File: config.mk
export PLATFORM = sky130hd
export DESIGN_NAME = key_event_fifo
export DESIGN_NICKNAME = d
export VERILOG_FILES = /design/src/rtl/key_event_pkg.sv /design/src/rtl/key_fifo_mem.sv /design/src/rtl/key_event_fifo.sv
export SDC_FILE = /design/constraint.sdc
export NUM_CORES = 1
export LEC_CHECK = 0
export ABC_AREA = 1
export CORE_ASPECT_RATIO = 1.75
export CORE_MARGIN = 3
export CORE_UTILIZATION = 43
export CTS_BUF_LIST = sky130_fd_sc_hd__clkbuf_8 sky130_fd_sc_hd__clkbuf_16
export DETAILED_ROUTE_END_ITERATION = 7
export GPL_TIMING_DRIVEN = 0
export PLACE_DENSITY_LB_ADDON = 0.25
export SLEW_MARGIN = 20
export SYNTH_ARGS = -nofsm -noshare
export SYNTH_HDL_FRONTEND = slang
export SYNTH_SLANG_ARGS = --single-unit
export TNS_END_PERCENT = 10
File: constraint.sdc
create_clock -name clk -period 5.1 [get_ports clk]
set_clock_uncertainty 0.1 [all_clocks]
set_input_delay 1.02 -clock clk [delete_from_list [all_inputs] [get_ports clk]]
set_output_delay 1.02 -clock clk [all_outputs]
set_load 0.05 [all_outputs]
File: src/rtl/key_event_pkg.sv
// Shared types and byte codes for the keyboard event path.
// Build option: KEY_EVENT_FIFO_BACKSPACE_EN turns KEY_BACKSPACE into an edit command.
package key_event_pkg;

    // The debouncer produces bytes of this type.
    typedef logic [7:0] keyByte_t;

    localparam keyByte_t KEY_RELEASE   = 8'h00;
    localparam keyByte_t KEY_BACKSPACE = 8'h08;

    localparam int KEY_FIFO_DEPTH_DEFAULT = 16;

endpackage

File: src/rtl/key_fifo_mem.sv
// DEPTH x 8 storage for the key event FIFO.
// It has one synchronous write port and one asynchronous read port.
// The array is not reset, so an entry holds no meaningful value until it is written.
module key_fifo_mem
    import key_event_pkg::*;
#(
    parameter  int DEPTH = KEY_FIFO_DEPTH_DEFAULT,
    localparam int PTR_W = $clog2(DEPTH)
) (
    input  logic             clk,
    input  logic             we,
    input  logic [PTR_W-1:0] waddr,
    input  keyByte_t         wdata,
    input  logic [PTR_W-1:0] raddr,
    output keyByte_t         rdata
);

    keyByte_t mem_q [DEPTH];

    // Write the incoming byte into the addressed entry.
    always_ff @(posedge clk) begin
        if (we) begin
            mem_q[waddr] <= wdata;
        end
    end

    assign rdata = mem_q[raddr];

endmodule

File: src/rtl/key_event_fifo.sv
// Buffers debounced key presses in a circular FIFO for the game/text logic.
// Release codes are dropped. A press that arrives while the FIFO is full sets a sticky overflow flag.
// Build option: KEY_EVENT_FIFO_BACKSPACE_EN makes KEY_BACKSPACE retract the newest unread entry.
module key_event_fifo
    import key_event_pkg::*;
#(
    parameter  int DEPTH = KEY_FIFO_DEPTH_DEFAULT,
    localparam int PTR_W = $clog2(DEPTH)
) (
    input  logic           clk,
    input  logic           RST,
    input  keyByte_t       keyByte,
    input  logic           keyReady,
    output keyByte_t       rdata,
    output logic           rvalid,
    input  logic           rready,
    output logic [PTR_W:0] count,
    output logic           overflow,
    input  logic           overflowClr
);

    localparam int CNT_W = PTR_W + 1;

    logic [PTR_W-1:0] wptr_q, wptr_d;
    logic [PTR_W-1:0] rptr_q, rptr_d;
    logic [CNT_W-1:0] count_q, count_d;
    logic             overflow_q, overflow_d;

    logic push_req, edit_req, pop, full, do_push, do_edit, drop;

    // Classify the incoming strobe and work out the next pointer, count and flag values.
    // Fullness comes from the count, because the pointers alone cannot tell full from empty.
    always_comb begin
        push_req = keyReady && (keyByte != KEY_RELEASE);
        edit_req = 1'b0;
`ifdef KEY_EVENT_FIFO_BACKSPACE_EN
        if (keyByte == KEY_BACKSPACE) begin
            push_req = 1'b0;
            edit_req = keyReady;
        end
`endif
        pop     = (count_q != '0) && rready;
        full    = (count_q == CNT_W'(DEPTH));
        do_push = push_req && (!full || pop);
        drop    = push_req && full && !pop;
        // When a pop takes the last entry, no entry is left for the edit to retract.
        do_edit = edit_req && (pop ? (count_q >= CNT_W'(2)) : (count_q != '0));

        wptr_d = wptr_q;
        if (do_push) begin
            wptr_d = wptr_q + PTR_W'(1);
        end else if (do_edit) begin
            wptr_d = wptr_q - PTR_W'(1);
        end

        rptr_d = pop ? (rptr_q + PTR_W'(1)) : rptr_q;

        count_d = count_q;
        if (do_push) count_d = count_d + CNT_W'(1);
        if (pop)     count_d = count_d - CNT_W'(1);
        if (do_edit) count_d = count_d - CNT_W'(1);

        overflow_d = overflow_q;
        if (drop) begin
            overflow_d = 1'b1;
        end else if (overflowClr) begin
            overflow_d = 1'b0;
        end
    end

    // Register the pointers, the occupancy and the sticky flag. Reset takes priority over everything.
    always_ff @(posedge clk) begin
        if (RST) begin
            wptr_q     <= '0;
            rptr_q     <= '0;
            count_q    <= '0;
            overflow_q <= 1'b0;
        end else begin
            wptr_q     <= wptr_d;
            rptr_q     <= rptr_d;
            count_q    <= count_d;
            overflow_q <= overflow_d;
        end
    end

    key_fifo_mem #(
        .DEPTH (DEPTH)
    ) u_mem (
        .clk   (clk),
        .we    (do_push),
        .waddr (wptr_q),
        .wdata (keyByte),
        .raddr (rptr_q),
        .rdata (rdata)
    );

    assign rvalid   = (count_q != '0);
    assign count    = count_q;
    assign overflow = overflow_q;

endmodule
## Word level (Yosys, flattened, before mapping)

Memory sizes are Yosys's and may differ from the RTL's. A register that Yosys moved wholly into a read port is not among the register bits.
Index checks and enable logic that the tools add are counted.

| word-level totals | value |
|---|---|
| register bits after elaboration | 14 |
| bits in latches | 0 |
| RAM bits | 128 |
| bits in read-only memories | 0 |
| input port bits | 13 |
| output and inout port bits | 15 |
| logic and storage cells | 29 |
| memories kept | 1 |

Memory list:

| name | depth | width | rd ports | clocked after Yosys merged registers in | write ports | RTL line | text |
|---|---|---|---|---|---|---|---|
| u_mem.mem_q | 16 | 8 | 1 | 1 | 1 | key_fifo_mem.sv:18 | `keyByte_t mem_q [DEPTH];` |

| operators by class | value |
|---|---|
| $add $sub $neg | 4 |
| multiply operators | 0 |
| div/mod/pow operators | 0 |
| order comparisons | 0 |
| equal/unequal tests | 1 |
| shifts and indexed selects | 0 |
| muxes and demuxes | 8 |
| bitwise operators | 0 |
| reduce and logical (&&, ||, !) cells | 11 |

Operators with widths:

| operator | count |
|---|---|
| $mux W5 | 2 |
| $add A4 B1 Y4 const B | 2 |
| $mux W4 | 2 |
| $reduce_bool A8 Y1 | 1 |
| $add A5 B1 Y5 const B | 1 |
| $eq A5 B5 Y1 const B | 1 |
| $logic_and A1 B1 Y1 | 5 |
| $reduce_bool A5 Y1 | 1 |
| $sub A5 B1 Y5 const B | 1 |
| $mux W1 | 4 |
| $logic_not A1 Y1 | 2 |
| $reduce_bool A2 Y1 | 1 |
| $logic_or A1 B1 Y1 | 1 |

## Longest topological paths before layout

Gate-level depths: netlist of the first run.

| logic depth | value |
|---|---|
| depth after elaboration | 7 |
| depth in mapped cells | 16 |
| mapped depth without buffers | 16 |

## Cells and area by module

A second synthesis of the first run with hierarchy kept.

| unflattened totals | value |
|---|---|
| cell total of the unflattened synthesis | 667 |
| area total of the unflattened synthesis | 6475.0 um2 |

Modules (own cells, without submodules):

| module | instances | cells each | area each (um2) | seq. area each (um2) |
|---|---|---|---|---|
| key_fifo_mem | 1 | 543 | 5606.6 | 3843.7 |
| key_event_fifo | 1 | 124 | 868.3 | 280.3 |

## Worst setup path before layout of the first run

Ideal clock, no wire load.

| path | value |
|---|---|
| path type | register to output |
| start point | reg (tool-made name) |
| end point | out rdata[1] |
| arrival time | 1.427 ns |
| data required time | 3.980 ns |
| setup slack | 2.553 ns |
| cell stages (with the launch flop) | 9 |
| buffers on the path | 3 |
| cell sequence | dfxtp_1 > buf_4 > buf_6 > buf_6 > a21oi_1 > o21ai_0 > o211ai_1 > o211ai_1 > nand2_1 |

RTL lines:

| what | RTL line | text |
|---|---|---|
| end: declaration | key_event_fifo.sv:14 | `output keyByte_t rdata,` |

==> results of run 1 <==
## per-layer routing
metal,share of wire,vias to the layer above,track usage
li1,-,1860,-
met1,0.35,1888,0.1995
met2,0.55,139,0.3708
met3,0.036,53,0.03635
met4,0.055,0,0.1227
met5,0,-,0
## metrics by stage
| step | worst slack (ns) | area, um^2 | total power (uW) | util | std cells |
|---|---|---|---|---|---|
| 2_1_floorplan | 2.553 | 6180 | 2358 | - | 493 |
| 3_3_place_gp | 1.056 | 6671 | 2806 | 0.4773 | 697 |
| 3_5_place_dp | 1.008 | 6671 | 2826 | 0.4773 | 697 |
| 4_1_cts | 1.083 | 7288 | 4111 | 0.5214 | 729 |
| 5_1_grt | 0.9932 | 7288 | 4265 | 0.5214 | 729 |
| 6_report | 1.072 | 7288 | 4088 | 0.5214 | 729 |
## flip-flops by register name, indices dropped and copies added (netlist names), named ones only
register,count
count,5
u_mem.mem_q,128
overflow,1
rptr_q,4
wptr_q,4
## power groups by stage
stage               logic, uW  clock network [uW]  registers (uW)
floorplan                 893                   0            1470
CTS                      1410                1300            1400
global route             1500                1360            1400
finish                   1400                1290            1400
global placement         1390                   0            1420
detailed placement       1400                   0            1420
## how the worst max path moves through the flow
stage | startpoint | endpoint | slack (ns) | depth (start not counted)
floorplan | flip-flop | rdata[1] | 2.55 | 8
global placement | keyByte[7] | u_mem.mem_q[7][5]$_DFFE_PP_ | 1.06 | 9
detailed placement | keyByte[2] | u_mem.mem_q[7][3]$_DFFE_PP_ | 1.01 | 9
CTS | flip-flop | rdata[6] | 1.08 | 7
global route | flip-flop | rdata[6] | 0.99 | 7
finish | flip-flop | rdata[4] | 1.07 | 7
## cell families (layout without fill, tap and decap cells)
family                     count (synthesis)  count (layout)  share of synthesized area
AOI/OAI and AO/OA                        127             127                     0.1166
xor gates and xnor gates                   3               3                   0.004253
adders and majority gates                  8               8                    0.01620
buffers and inverters                     88             147                    0.06337
DFF                                      146             146                     0.6803
muxes                                     32              32                    0.05183
and+or+nand+nor                           89              89                    0.06742
## final cells by class
type	instances	area share
Buffer	23	0.01991
Clock buffer	17	0.05837
Clock inverter	15	0.02627
Inverter	65	0.03382
Multi-Input combinational cell	259	0.2173
Sequential cell	146	0.5768
Tap cell	177	0.03039
Timing Repair Buffer	27	0.03708
## worst min-delay path: cells and delay by family (launching register included)
family	cells	cell delay [ns]
AO/OA/AOI/OAI	1	0.05
flip-flops	1	0.31
AND/OR/NAND/NOR	1	0.06
## layout by cell type (no fill, tap or decap), types with 18 or more instances in the layout
| cell | n |
|---|---|
| sky130_fd_sc_hd__nor2_1 | 29 |
| sky130_fd_sc_hd__mux2i_1 | 32 |
| sky130_fd_sc_hd__o21ai_0 | 46 |
| sky130_fd_sc_hd__dfxtp_1 | 18 |
| sky130_fd_sc_hd__edfxtp_1 | 128 |
| sky130_fd_sc_hd__inv_1 | 64 |
| sky130_fd_sc_hd__nand2_1 | 31 |
| sky130_fd_sc_hd__a21oi_1 | 43 |
| sky130_fd_sc_hd__clkdlybuf4s50_1 | 27 |
| sky130_fd_sc_hd__o211ai_1 | 33 |
==> flow_summary.html, run 1 <==
<table>
<tr><th>Metric</th><th>Value</th></tr>
<tr><th colspan="2">Setup path</th></tr>
<tr><td>Worst setup path category</td><td>flip-flop to primary output</td></tr>
<tr><td>Delay of the slowest cell on the worst path</td><td>0.79 ns</td></tr>
<tr><td>Worst Path Arrival</td><td>2.91 ns</td></tr>
<tr><td>Delay-heaviest family, CP</td><td>buffers and inverters</td></tr>
<tr><td>R2R Setup Slk</td><td>2.57 ns</td></tr>
<tr><td>Startpoint Class</td><td>flip-flop</td></tr>
<tr><td>Launching point of the worst reg2reg path</td><td>count[0]$_SDFF_PP0_</td></tr>
<tr><td>Worst-path maximum fanout</td><td>10</td></tr>
<tr><td>Critical R2R Capture</td><td>u_mem.mem_q[13][1]$_DFFE_PP_</td></tr>
<tr><td>Setup crit end kind</td><td>primary output</td></tr>
<tr><td>Cell chain of the critical path</td><td>buf_4 &gt; clkbuf_1 &gt; o21ai_0 &gt; o21ai_1 &gt; o211ai_1 &gt; nand2_1 &gt; clkdlybuf4s50_1</td></tr>
<tr><td>Required time at the endpoint of the critical path</td><td>3.98 ns</td></tr>
<tr><td>Reg2reg path depth</td><td>7</td></tr>
<tr><td>Cell type of the slowest stage on the worst timing path</td><td>sky130_fd_sc_hd__clkdlybuf4s50_1</td></tr>
<tr><td>Buf/Inv on CP</td><td>3</td></tr>
<tr><th colspan="2">Synthesis</th></tr>
<tr><td>Avg Cell Area, Syn</td><td>12.53 um^2</td></tr>
<tr><td>Main flop type after synthesis</td><td>sky130_fd_sc_hd__edfxtp_1</td></tr>
<tr><td>Most repeated cell in the gate-level netlist after synthesis</td><td>sky130_fd_sc_hd__edfxtp_1</td></tr>
<tr><td>Synthesized instance count</td><td>493</td></tr>
<tr><td>Post-synthesis net count</td><td>514</td></tr>
<tr><td>Distinct cell type count of the synthesized netlist</td><td>29</td></tr>
<tr><td>Number of flops mapped to enable cells by yosys</td><td>128</td></tr>
<tr><td>Register bit total from synthesis</td><td>146</td></tr>
<tr><td>Portion of synthesized cell area occupied by the leading cell type</td><td>0.6220</td></tr>
<tr><td>Cell taking the most area after synthesis</td><td>sky130_fd_sc_hd__edfxtp_1</td></tr>
<tr><td>Async S/R FF share, synth</td><td>0</td></tr>
<tr><td>Commonest cells post-synth</td><td>128 x sky130_fd_sc_hd__edfxtp_1, 62 x sky130_fd_sc_hd__inv_1, 46 x sky130_fd_sc_hd__o21ai_0</td></tr>
<tr><td>Sequential area share after synthesis</td><td>0.6803</td></tr>
<tr><td>Syn. warnings</td><td>0</td></tr>
<tr><td>Leading cell types by total area after synthesis</td><td>sky130_fd_sc_hd__edfxtp_1 62%, sky130_fd_sc_hd__dfxtp_1 5.8%, sky130_fd_sc_hd__mux2i_1 5.2%</td></tr>
<tr><td>Post-synthesis instance area</td><td>6180 um^2</td></tr>
<tr><th colspan="2">Global routing</th></tr>
<tr><td>Largest net degree at the start of global routing</td><td>18</td></tr>
<tr><td>Initial antenna violation count</td><td>0</td></tr>
<tr><td>Aggregate global-route resource usage</td><td>0.1973</td></tr>
<tr><td>Gr ovfl total</td><td>0</td></tr>
<tr><td>Vias in the first global route</td><td>4,008</td></tr>
<tr><td>First-pass GRT wire length</td><td>23,000 um</td></tr>
<tr><th colspan="2">Finish</th></tr>
<tr><td>Number of antenna diodes</td><td>0</td></tr>
<tr><td>Number of nets in the final layout</td><td>560</td></tr>
<tr><td>Fill count</td><td>1,220</td></tr>
<tr><td>Fraction of layout cells with a size suffix above 1</td><td>0.1033</td></tr>
<tr><td>Area taken by flip-flops and latches</td><td>4204 um^2</td></tr>
<tr><td>Area growth syn-to-layout</td><td>17.94%</td></tr>
<tr><td>Multi-input gate area</td><td>1584 um^2</td></tr>
<tr><th colspan="2">Power and ir drop</th></tr>
<tr><td>Internal power of the cells</td><td>2633 uW</td></tr>
<tr><td>Combinational power share</td><td>0.343</td></tr>
<tr><td>Areal power density over the cells</td><td>560.9 nW/um^2</td></tr>
<tr><td>Fraction of power spent switching nets</td><td>0.3560</td></tr>
<tr><td>Sequential share of power</td><td>0.342</td></tr>
<tr><td>Worst vdd rail ir drop</td><td>0.4188 mV</td></tr>
<tr><td>Clk network pwr share</td><td>0.315</td></tr>
<tr><td>Leak pwr</td><td>0.002571 uW</td></tr>
<tr><td>P_sw</td><td>1455 uW</td></tr>
<tr><th colspan="2">Routing</th></tr>
<tr><td>Routed WL</td><td>14,910 um</td></tr>
<tr><td>Via count</td><td>3,940</td></tr>
<tr><td>Via density</td><td>5.405</td></tr>
<tr><td>Number of optimization iterations in the first detailed-route pass</td><td>7</td></tr>
<tr><td>Starting DRT DRC Count</td><td>234</td></tr>
<tr><td>Routed wire length per instance</td><td>20.46 um</td></tr>
<tr><td>Remaining DRCs</td><td>0</td></tr>
<tr><td>Number of nets with antenna violations after detailed routing</td><td>0</td></tr>
<tr><th colspan="2">Clocking</th></tr>
<tr><td>CTS sink cnt</td><td>146</td></tr>
<tr><td>Num CTS Buffers</td><td>17</td></tr>
<tr><td>CTS Root Cell</td><td>sky130_fd_sc_hd__clkbuf_16</td></tr>
<tr><td>Largest buffer count on any clock path</td><td>2</td></tr>
<tr><td>H-tree lvl count</td><td>4</td></tr>
<tr><td>Number of cells upsized or downsized after cts</td><td>0</td></tr>
<tr><td>Clock tree from TritonCTS</td><td>built</td></tr>
<tr><td>CTS hold repair buffers</td><td>0</td></tr>
<tr><td>Clock slew at the register clock pins of the worst setup and hold paths</td><td>0.06 ns</td></tr>
<tr><td>Worst skew pair latency</td><td>0.41 ns</td></tr>
<tr><td>Post-CTS setup buffers</td><td>0</td></tr>
<tr><th colspan="2">Floorplan</th></tr>
<tr><td>Total die area</td><td>15,900 um^2</td></tr>
<tr><td>I/O pin total</td><td>28</td></tr>
<tr><td>Starting density of the core</td><td>0.4421</td></tr>
<tr><td>Core Rows</td><td>57</td></tr>
<tr><td>Vert. Die Dim</td><td>164.6 um</td></tr>
<tr><td>Die W</td><td>96.62 um</td></tr>
<tr><td>CORE AREA</td><td>13,980 um^2</td></tr>
<tr><th colspan="2">STA</th></tr>
<tr><td>Final Cycle Share</td><td>0.7898</td></tr>
<tr><td>Endpoints failing setup</td><td>0</td></tr>
<tr><td>Unrepaired setup endpoints after global routing</td><td>false</td></tr>
<tr><td>Setup TNS</td><td>0 ns</td></tr>
<tr><td>Final Hold Viols</td><td>0</td></tr>
<tr><td>Final critical path time including I/O delays and setup</td><td>4.028 ns</td></tr>
<tr><td>Worst slack on hold paths</td><td>0.3691 ns</td></tr>
<tr><td>Max-slew violation total from the final report</td><td>0</td></tr>
<tr><td>Worst slew pin tran</td><td>0.9344 ns</td></tr>
<tr><td>Relative slew slack</td><td>0.3747</td></tr>
<tr><td>Max Fclk</td><td>0.2483 GHz</td></tr>
<tr><th colspan="2">Place</th></tr>
<tr><td>Detail Placement HPWL</td><td>10,590 um</td></tr>
<tr><td>Number of I/O port buffers</td><td>27</td></tr>
<tr><td>Placer's final routability congestion estimate</td><td>0.9178</td></tr>
<tr><th colspan="2">Status</th></tr>
<tr><td>Outcome</td><td>finished clean</td></tr>
<tr><th colspan="2">Job</th></tr>
<tr><td>Max-Cap Viols</td><td>0</td></tr>
<tr><th colspan="2">Worst hold path</th></tr>
<tr><td>Worst min-delay path endpoint</td><td>overflow$_SDFFE_PP0P_</td></tr>
<tr><td>Worst Hold Depth</td><td>2</td></tr>
<tr><td>HP Class</td><td>flip-flop to flip-flop</td></tr>
<tr><td>Launch point of the worst hold path</td><td>overflow$_SDFFE_PP0P_</td></tr>
</table>
Note: power is estimated with default switching activity, not from simulation.
==> inputs of run 2 (changes only) <==
==> constraint.sdc (replaced) <==
create_clock -name clk -period 3.25 [get_ports clk]
set_clock_uncertainty 0.1 [all_clocks]
set_input_delay 0.65 -clock clk [delete_from_list [all_inputs] [get_ports clk]]
set_output_delay 0.65 -clock clk [all_outputs]
set_load 0.05 [all_outputs]
==> flow_summary.html, run 2 (synthesized netlist as in run 1, its figures left out) <==
<table>
<tr><th>Metric</th><th>Value</th></tr>
<tr><th colspan="2">Place</th></tr>
<tr><td>Placer's final routability congestion estimate</td><td>0.9178</td></tr>
<tr><td>Number of I/O port buffers</td><td>27</td></tr>
<tr><td>Placed cell area</td><td>6671 um^2</td></tr>
<tr><td>DP Worst Slack</td><td>-0.4717 ns</td></tr>
<tr><td>Detail Placement HPWL</td><td>10,590 um</td></tr>
<tr><th colspan="2">Job</th></tr>
<tr><td>Max-Cap Viols</td><td>0</td></tr>
<tr><th colspan="2">Clocking</th></tr>
<tr><td>CTS hold repair buffers</td><td>0</td></tr>
<tr><td>CTS sink cnt</td><td>146</td></tr>
<tr><td>Clock tree from TritonCTS</td><td>built</td></tr>
<tr><td>Clock slew at the register clock pins of the worst setup and hold paths</td><td>0.06 ns</td></tr>
<tr><td>Post-CTS setup buffers</td><td>0</td></tr>
<tr><td>H-tree lvl count</td><td>4</td></tr>
<tr><td>Worst skew pair latency</td><td>0.41 ns</td></tr>
<tr><td>Num CTS Buffers</td><td>17</td></tr>
<tr><td>Largest buffer count on any clock path</td><td>2</td></tr>
<tr><td>CTS Root Cell</td><td>sky130_fd_sc_hd__clkbuf_16</td></tr>
<tr><th colspan="2">Power and ir drop</th></tr>
<tr><td>Worst vdd rail ir drop</td><td>0.6543 mV</td></tr>
<tr><td>Sequential share of power</td><td>0.344</td></tr>
<tr><td>Internal power of the cells</td><td>4085 uW</td></tr>
<tr><td>Fraction of power spent switching nets</td><td>0.3599</td></tr>
<tr><td>Clk network pwr share</td><td>0.317</td></tr>
<tr><td>Leak pwr</td><td>0.002620 uW</td></tr>
<tr><td>P_sw</td><td>2297 uW</td></tr>
<tr><td>Areal power density over the cells</td><td>872.0 nW/um^2</td></tr>
<tr><td>Combinational power share</td><td>0.339</td></tr>
<tr><th colspan="2">STA</th></tr>
<tr><td>Relative slew slack</td><td>0.4440</td></tr>
<tr><td>Final Hold Viols</td><td>0</td></tr>
<tr><td>Final Worst Setup Slack</td><td>0.04639 ns</td></tr>
<tr><td>Final Cycle Share</td><td>0.9857</td></tr>
<tr><td>Unrepaired setup endpoints after global routing</td><td>true</td></tr>
<tr><td>Endpoints failing setup</td><td>0</td></tr>
<tr><td>Worst slew pin tran</td><td>0.8310 ns</td></tr>
<tr><td>Final critical path time including I/O delays and setup</td><td>3.204 ns</td></tr>
<tr><td>Max-slew violation total from the final report</td><td>0</td></tr>
<tr><td>Max Fclk</td><td>0.3121 GHz</td></tr>
<tr><th colspan="2">Routing</th></tr>
<tr><td>Number of optimization iterations in the first detailed-route pass</td><td>8</td></tr>
<tr><td>Remaining DRCs</td><td>0</td></tr>
<tr><td>Number of nets with antenna violations after detailed routing</td><td>0</td></tr>
<tr><td>Routed wire length per instance</td><td>20.53 um</td></tr>
<tr><td>Routed WL</td><td>14,970 um</td></tr>
<tr><td>Via count</td><td>3,937</td></tr>
<tr><td>Starting DRT DRC Count</td><td>295</td></tr>
<tr><td>Via density</td><td>5.401</td></tr>
<tr><th colspan="2">Setup path</th></tr>
<tr><td>Worst setup path category</td><td>flip-flop to primary output</td></tr>
<tr><td>Launching point of the worst reg2reg path</td><td>count[0]$_SDFF_PP0_</td></tr>
<tr><td>Critical R2R Capture</td><td>u_mem.mem_q[14][7]$_DFFE_PP_</td></tr>
<tr><td>R2R Setup Slk</td><td>0.79 ns</td></tr>
<tr><td>Reg2reg path depth</td><td>7</td></tr>
<tr><td>Required time at the endpoint of the critical path</td><td>2.50 ns</td></tr>
<tr><td>Worst Path Arrival</td><td>2.45 ns</td></tr>
<tr><td>Startpoint Class</td><td>flip-flop</td></tr>
<tr><td>Setup crit end kind</td><td>primary output</td></tr>
<tr><td>Worst-path maximum fanout</td><td>10</td></tr>
<tr><th colspan="2">Floorplan</th></tr>
<tr><td>Core Rows</td><td>57</td></tr>
<tr><td>I/O pin total</td><td>28</td></tr>
<tr><td>Vert. Die Dim</td><td>164.6 um</td></tr>
<tr><td>Total die area</td><td>15,900 um^2</td></tr>
<tr><td>CORE AREA</td><td>13,980 um^2</td></tr>
<tr><td>Die W</td><td>96.62 um</td></tr>
<tr><td>Starting density of the core</td><td>0.4421</td></tr>
<tr><th colspan="2">Finish</th></tr>
<tr><td>Max reg flops</td><td>128</td></tr>
<tr><td>Fill count</td><td>1,219</td></tr>
<tr><td>Most frequent cells in the layout</td><td>128 x sky130_fd_sc_hd__edfxtp_1, 64 x sky130_fd_sc_hd__inv_1, 44 x sky130_fd_sc_hd__o21ai_0, 43 x sky130_fd_sc_hd__a21oi_1, 33 x sky130_fd_sc_hd__o211ai_1</td></tr>
<tr><td>Post-route standard cell area excluding fillers</td><td>7318 um^2</td></tr>
<tr><td>Fraction of layout cells with a size suffix above 1</td><td>0.1304</td></tr>
<tr><td>Area growth syn-to-layout</td><td>18.42%</td></tr>
<tr><td>Number of antenna diodes</td><td>0</td></tr>
<tr><td>Most frequent standard cell in the layout excluding fill and tap cells</td><td>sky130_fd_sc_hd__edfxtp_1</td></tr>
<tr><td>Number of nets in the final layout</td><td>560</td></tr>
<tr><td>Register containing the most flip-flops in the final layout</td><td>u_mem.mem_q</td></tr>
<tr><th colspan="2">Global routing</th></tr>
<tr><td>Initial antenna violation count</td><td>0</td></tr>
<tr><td>Top Usage Layer GRT</td><td>met2</td></tr>
<tr><td>Gr ovfl total</td><td>0</td></tr>
<tr><td>Met1 global-route usage</td><td>0.2009</td></tr>
<tr><td>Met3 Use GR</td><td>0.03466</td></tr>
<tr><td>Aggregate global-route resource usage</td><td>0.1973</td></tr>
<tr><td>Largest net degree at the start of global routing</td><td>18</td></tr>
<tr><td>Global Route met2 Usage</td><td>0.3711</td></tr>
<tr><td>Vias in the first global route</td><td>4,004</td></tr>
<tr><td>First-pass GRT wire length</td><td>23,000 um</td></tr>
<tr><th colspan="2">Worst hold path</th></tr>
<tr><td>Launch point of the worst hold path</td><td>overflow$_SDFFE_PP0P_</td></tr>
<tr><td>Worst Hold Depth</td><td>2</td></tr>
<tr><td>HP Class</td><td>flip-flop to flip-flop</td></tr>
<tr><td>Worst min-delay path endpoint</td><td>overflow$_SDFFE_PP0P_</td></tr>
<tr><th colspan="2">Status</th></tr>
<tr><td>Outcome</td><td>finished clean</td></tr>
</table>
-- run 2: cell types whose count changed in the layout (fill, tap and decap cells not counted), sizes merged --
cell,change
clkdlybuf4s50,-11
dlygate4sd2,+6
dlymetal6s2s,+4
clkbuf,+1
-- run 2: power groups by stage --
| stage | registers (uW) | logic (uW) | clock network [uW] |
|---|---|---|---|
| after floorplan | 2300 | 1400 | 0 |
| final | 2200 | 2160 | 2020 |
| after CTS | 2200 | 2170 | 2040 |
| after detailed placement | 2230 | 2200 | 0 |
| after global routing | 2200 | 2310 | 2130 |
| after global placement | 2230 | 2170 | 0 |
-- run 2: final cells by class --
type | count | area [um^2] | area share
buffer | 23 | 147.6 | 0.02017
clock buffer | 17 | 425.4 | 0.05813
clock inverter | 15 | 191.4 | 0.02616
inverter | 65 | 246.5 | 0.03368
multi-input combinational | 259 | 1614 | 0.2206
sequential | 146 | 4204 | 0.5745
tap | 177 | 221.5 | 0.03026
timing repair buffer | 27 | 267.8 | 0.03659
-- run 2: worst max path at each step --
stage / startpoint / endpoint / cells past startpoint
5_1_grt: keyByte[0] / u_mem.mem_q[6][4]$_DFFE_PP_ / 9
2_1_floorplan: count[0]$_SDFF_PP0_ / u_mem.mem_q[11][0]$_DFFE_PP_ / 7
3_3_place_gp: keyByte[7] / u_mem.mem_q[7][5]$_DFFE_PP_ / 9
4_1_cts: flip-flop / rdata[7] / 8
3_5_place_dp: keyByte[2] / u_mem.mem_q[7][3]$_DFFE_PP_ / 9
6_report: flip-flop / rdata[2] / 8
-- run 2: metal layers --
metal,routed length (um),vias to the layer above,share of wire
li1,-,1863,-
met1,5233,1908,0.35
met2,8418,121,0.56
met3,518,45,0.035
met4,796,0,0.053
met5,0,-,0
-- run 2: what timing repair did --
action | CTS | global route
pin swaps | 0 | 0
gates resized for setup | 14 | 15
setup endpoints to repair | 28 | 118
-- run 2: worst max-delay path, stage by stage, from the launching register on --
cell,delay [ns]
sky130_fd_sc_hd__dfxtp_1,0.32
sky130_fd_sc_hd__buf_4,0.13
sky130_fd_sc_hd__buf_6,0.19
sky130_fd_sc_hd__buf_8,0.19
sky130_fd_sc_hd__mux2i_1,0.12
sky130_fd_sc_hd__o211ai_1,0.27
sky130_fd_sc_hd__nand3_1,0.17
sky130_fd_sc_hd__nand2_1,0.10
sky130_fd_sc_hd__dlygate4sd2_1,0.54
-- run 2: per-stage QoR --
stage / instances / hold slack [ns] / power, uW / setup TNS [ns] / utilization
final: 729 / 0.3689 / 6381 / 0 / 0.5235
after global placement: 697 / 0.3570 / 4403 / -41.04 / 0.4773
after floorplan: 493 / 0.3342 / 3701 / 0 / -
after detailed placement: 697 / 0.3590 / 4434 / -47.79 / 0.4773
after CTS: 729 / 0.3748 / 6408 / -0.1903 / 0.5215
after global routing: 729 / 0.3957 / 6647 / -3.681 / 0.5235
